**src/rtl/mux_select_sequencer.sv**
```systemverilog
// Arbitrates four sources onto a 32-bit 4:1 mux, registers y and hands it downstream with valid/ready.
// Build option MUX_SEQ_RR_PRIORITY_EN: defined = round-robin arbitration, undefined = fixed priority a>b>c>d.
module mux_select_sequencer #(
  parameter int WIDTH = 32,
  parameter int SRC_N = 4
) (
  input  logic             clk,
  input  logic             rst,
  input  logic [SRC_N-1:0] req,
  input  logic [WIDTH-1:0] y,
  output logic             s1,
  output logic             s0,
  output logic [SRC_N-1:0] grant,
  output logic [SRC_N-1:0] ack,
  output logic [WIDTH-1:0] out_data,
  output logic             out_valid,
  input  logic             out_ready
);

  typedef enum logic [1:0] {
    IDLE   = 2'd0,
    SETTLE = 2'd1,
    HOLD   = 2'd2
  } state_t;

  state_t           state_q, state_d;
  logic [SRC_N-1:0] grant_q, grant_d;
  logic [SRC_N-1:0] ack_q, ack_d;
  logic [1:0]       sel_q, sel_d;
  logic [WIDTH-1:0] out_data_q, out_data_d;
  logic             out_valid_q, out_valid_d;

  logic [1:0]       arb_base;
  logic [1:0]       win_idx;
  logic             win_found;

`ifdef MUX_SEQ_RR_PRIORITY_EN
  logic [1:0]       rr_ptr_q, rr_ptr_d;
  assign arb_base = rr_ptr_q;
`else
  assign arb_base = 2'd0;
`endif

  // Scan from the highest offset down so the source nearest arb_base wins last.
  always_comb begin
    logic [1:0] idx;
    idx       = '0;
    win_idx   = '0;
    win_found = 1'b0;
    for (int k = SRC_N - 1; k >= 0; k--) begin
      idx = arb_base + k[1:0];
      if (req[idx]) begin
        win_idx   = idx;
        win_found = 1'b1;
      end
    end
  end

  always_comb begin
    state_d     = state_q;
    grant_d     = grant_q;
    sel_d       = sel_q;
    out_data_d  = out_data_q;
    out_valid_d = out_valid_q;
    ack_d       = '0;
`ifdef MUX_SEQ_RR_PRIORITY_EN
    rr_ptr_d    = rr_ptr_q;
`endif
    case (state_q)
      IDLE: begin
        if (win_found) begin
          grant_d = {{(SRC_N-1){1'b0}}, 1'b1} << win_idx;
          // Mux wiring puts b on 10 and c on 01, so the select is the index bit-swapped.
          sel_d   = {win_idx[0], win_idx[1]};
          state_d = SETTLE;
        end else begin
          grant_d = '0;
        end
      end
      SETTLE: begin
        out_data_d  = y;
        out_valid_d = 1'b1;
        state_d     = HOLD;
      end
      HOLD: begin
        if (out_valid_q && out_ready) begin
          out_valid_d = 1'b0;
          ack_d       = grant_q;
          grant_d     = '0;
          state_d     = IDLE;
`ifdef MUX_SEQ_RR_PRIORITY_EN
          rr_ptr_d    = {grant_q[3] | grant_q[2], grant_q[3] | grant_q[1]} + 2'd1;
`endif
        end
      end
      default: begin
        state_d     = IDLE;
        grant_d     = '0;
        out_valid_d = 1'b0;
      end
    endcase
  end

  always_ff @(posedge clk or posedge rst) begin
    if (rst) begin
      state_q     <= IDLE;
      grant_q     <= '0;
      ack_q       <= '0;
      sel_q       <= '0;
      out_data_q  <= '0;
      out_valid_q <= 1'b0;
`ifdef MUX_SEQ_RR_PRIORITY_EN
      rr_ptr_q    <= '0;
`endif
    end else begin
      state_q     <= state_d;
      grant_q     <= grant_d;
      ack_q       <= ack_d;
      sel_q       <= sel_d;
      out_data_q  <= out_data_d;
      out_valid_q <= out_valid_d;
`ifdef MUX_SEQ_RR_PRIORITY_EN
      rr_ptr_q    <= rr_ptr_d;
`endif
    end
  end

  assign s1        = sel_q[1];
  assign s0        = sel_q[0];
  assign grant     = grant_q;
  assign ack       = ack_q;
  assign out_data  = out_data_q;
  assign out_valid = out_valid_q;

endmodule

```
**config.mk**
```make
export PLATFORM = sky130hd
export DESIGN_NAME = mux_select_sequencer
export DESIGN_NICKNAME = d
export VERILOG_FILES = /design/src/rtl/mux_select_sequencer.sv
export SDC_FILE = /design/constraint.sdc
export NUM_CORES = 1
export LEC_CHECK = 0
export ABC_CLOCK_PERIOD_IN_PS = 1400
export CAP_MARGIN = 5
export CORE_AREA = 3 3 85 87
export CTS_BUF_LIST = sky130_fd_sc_hd__clkbuf_4
export DETAILED_ROUTE_END_ITERATION = 10
export DIE_AREA = 0 0 88 90
export DONT_BUFFER_PORTS = 1
export PLACE_DENSITY = 0.47
export SKIP_CTS_REPAIR_TIMING = 1
export SKIP_LAST_GASP = 1
export SYNTH_ARGS = -nofsm -noshare
export SYNTH_HDL_FRONTEND = slang
export SYNTH_SLANG_ARGS = --single-unit
```
**constraint.sdc**
```tcl
create_clock -name clk -period 1.4 [get_ports clk]
set_input_delay 0.14 -clock clk [delete_from_list [all_inputs] [get_ports clk]]
set_output_delay 0.14 -clock clk [all_outputs]
set_load 0.01 [all_outputs]
```
### Word level (Yosys, flattened, before mapping)

Index checks and enable logic that the tools add are counted.
W data, S select, Z words.

* bitwise gates (word level): 2
* reductions and logical operators: 6
* muxes and demuxes: 18
* shifts and indexed selects: 1
* equal/unequal tests: 4

Operators by type and width (number)
* $mux W4: 4
* $mux W2: 6
* $pmux W4 S3: 1
* $reduce_and A2 Y1: 4
* $pmux W2 S3: 1
* $mux W1: 5
* $ne A2 B2 Y1 const B: 2
* $shl A1 B2 Y4 const A: 1
* $pmux W1 S3: 1
* $eq A2 B1 Y1 const B: 1
* $eq A2 B2 Y1 const B: 1
* $logic_not A2 Y1: 1
* $not A1 Y1: 2
* $logic_and A1 B1 Y1: 1

* register bits: 45
* bits of input ports: 39
* output and inout bits: 43

### Longest topological paths before layout

* word-level depth: 7
* depth in mapped cells: 4

### Worst setup path after synthesis

Ideal clock, no wire load.

* kind: flip-flop to flip-flop
* start: reg state_q[1]
* end: reg out_data_q[0], in the netlist out_data[0]
* stages on the path, launching flop included: 5
* library setup time: 0.125 ns
* arrival: 1.114 ns
* setup slack: 0.161 ns
* required time: 1.275 ns
* buffers on the path: 2
* cells stage by stage: dfrtp_1 nand2b_1 buf_6 buf_12 mux2_4

* longest elaborated chain between the ends: 1

RTL lines
* start: declaration: RTL line 26 `state_t state_q, state_d;`
* start signal: assignment: RTL line 116 `state_q <= state_d;`
* $eq A2 B1 Y1: RTL line 69 `case (state_q)`
* end signal: assignment: RTL line 120 `out_data_q <= out_data_d;`
* end: declaration: RTL line 30 `logic [WIDTH-1:0] out_data_q, out_data_d;`

No other way between the ends.
A chain may end at the register's enable or synchronous reset.

### Final worst setup path

* start: reg state_q[1]
* end: reg out_data_q[27], in the netlist out_data[27]

The elaborated chain is that of the path after synthesis.

==> results.md <==
- Layout cells sized above 1: 0.310
- Die area: just under 8000 um^2
- Power density over cell area: 914 nW/um^2
- Setup crit start kind: flip-flop
- Top-count cell post-synth: dfrtp_1
- Worst Hold Slack: between 30 and 40 ps
- Clk pin slew, worst setup/hold paths: 120 ps
- Largest net degree at the start of global routing: 27
- Vias in the first global route: ~1000
- Hold Crit Endpoint: state_q[0]
- Crit share post-route: 0.920
- Reg-to-Reg End: out_data[27]
- RR Startpoint: state_q[1]
- Clock Latency Late Sink: around 340 ps
- Leakage power: ~1.2 nW
- Worst Setup End Kind: flip-flop
- Number of enable flip-flop cells after synthesis: 0
- Wire length of the first global-routing pass: ~5400 um
- Post-Syn Nets: around 150
- Hold crit path type: in -> reg
- Via density: 4.58
- Slew Viols, Final: 0
- Async S/R FF share, synth: 1.00
- Grt ovf: 0
- Die width: a little under 90 um
- 1st-iter DRT viols: 36
- NumNets Final: ~200
- Synth cell count leaders: 45 x dfrtp_1, 30 x mux2_4, 5 x and2_1
- ANT nets after route: 0
- Hold Crit Depth: 2
- Global-route usage over all layers: 0.0864
- RSZ-0062 raised after global routing: false
- Port bufs: 0
- Slew margin rel.: 0.696
- Post-Route Skew: roughly 8 ps
- Critical Path Fanout Max: 20
- Distinct cell type count after synthesis: 21
- Worst Hold Launch: req[1]
- Crit path required time: about 1600 ps
- Wirelength per Cell: roughly 17 um
- Critical path class: reg -> reg
- Ant diodes: 0
- I/O Pins: between 80 and 90
- Yosys warnings: 0
- Fill cell count: ~580
- CTS sink cnt: 45
- Crit path time final: about 1300 ps
- Fmax: between 700 and 800 MHz
- Row count: 29
- Gate Count Post-Synth: 110
- Post-synthesis sequential area ratio: 0.606
- CORE AREA: roughly 6400 um^2
- # Max-Cap Violations: 0
- Worst EP arrival: about 1500 ps
- Mapped cell area: 1860 um^2
- Critical Path Start: state_q[1]
- Ranking of synthesized cells by area: dfrtp_1 61%, mux2_4 24%, buf_12 3.2%
- Initial antenna violation count: 0
- Area growth syn-to-layout: 29.1%
- Setup tns final: 0 ps
- Synth Register Bits: 45
- Starting Density: 0.289
- Gpl congestion: ~0.7
- Share of the synthesized area in the top cell type: 0.606
- Setup violations, final: 0
- Final Hold Viols: 0
- Die H: about 90 um
- Main synth FF type: dfrtp_1
- TritonRoute pass-1 iters: 3
- R2R depth: 3
- Mean post-synth cell area: approximately 17 um^2
- Yosys top cell by area: dfrtp_1
- Worst-Margin Slew: about 460 ps
- Final HPWL DP: 2710 um
- Status: completed
- CTS Root Cell: clkbuf_4
- CTS Buf Count: 5
- Routed WL: ~4100 um
- Max clock buf depth: 2
- TritonCTS clock tree: built
- # H-tree levels: 2
- Peak supply drop: between 0.2 and 0.3 mV
- R2r setup slk: about 110 ps
- Total number of vias: ~1100
- Drt drc: 0
-- logic make-up (layout without fill, tap and decap cells) --
kind of cell,after synthesis,after routing,share of synthesized area
muxes,32,32,0.255
DFF,45,45,0.606
buffers and inverters,7,55,0.0445
and+or+nand+nor,14,14,0.0398
AOI/OAI and AO/OA,12,12,0.0546
-- worst max path at each step --
stage,to,depth (start not counted)
after floorplan,out_data[0],4
after global placement,out_data[11],3
after detailed placement,out_data[27],3
after CTS,out_data[27],3
after global routing,out_data[21],3
final,out_data[27],3
-- flip-flops by register name, indices dropped and copies added, names as in the netlist --
name	flops
out_valid	1
sel_q	2
grant	4
ack	4
state_q	2
out_data	32
-- through the flow --
| step | total power, mW | instances | utilization | instance area (um^2) | setup WS (ps) |
|---|---|---|---|---|---|
| after floorplan | 1.51 | 110 | - | 1860 | 161 |
| after global placement | 1.54 | 189 | 0.306 | 1970 | 153 |
| after detailed placement | 1.54 | 189 | 0.306 | 1970 | 115 |
| after CTS | 2.13 | 197 | 0.314 | 2020 | 98.5 |
| after global routing | 2.30 | 235 | 0.373 | 2400 | 84.9 |
| final | 2.19 | 235 | 0.373 | 2400 | 113 |
-- critical path, cell delays in order (launching register included) --
cell and delay (ps):
dfrtp_1 390, nand2b_2 270, buf_12 210, mux2_4 310
-- layer usage --
layer  track usage  vias up  routed length [um]
met5             0        -                   0
met1        0.0922      532                1550
met2         0.143       60                2140
met4        0.0230        0                  19
met3        0.0512        4                 388
li1              -      480                   -
-- placed cells by master (no fill, tap or decap), drive strengths merged --
master	Yosys	layout
a21boi	1	1
a21oi	1	1
a22o	1	1
a32o	3	3
and2	5	5
buf	4	6
clkbuf	0	5
clkinv	0	3
dfrtp	45	45
dlygate4sd3	0	38
inv	3	3
mux2	32	32
nand2	2	2
nand2b	2	2
nor2	4	4
nor3	1	1
o21a	2	2
o21ai	2	2
o221a	1	1
o32a	1	1
-- final cells by class --
cell class,instances,area (um^2),area share
Clock inverter,3,12.5,0.00522
Timing Repair Buffer,44,463,0.193
Multi-Input combinational cell,58,651,0.271
Inverter,3,11.3,0.00470
Clock buffer,5,37.5,0.0157
Sequential cell,45,1130,0.470
Tap cell,77,96.3,0.0402
-- power by group --
group | switching, mW | internal (mW)
sequential | 0.0607 | 1.35
clock | 0.400 | 0.183
combinational | 0.0628 | 0.138
total | 0.524 | 1.67
No activity file was read; power rests on OpenSTA's default activity.
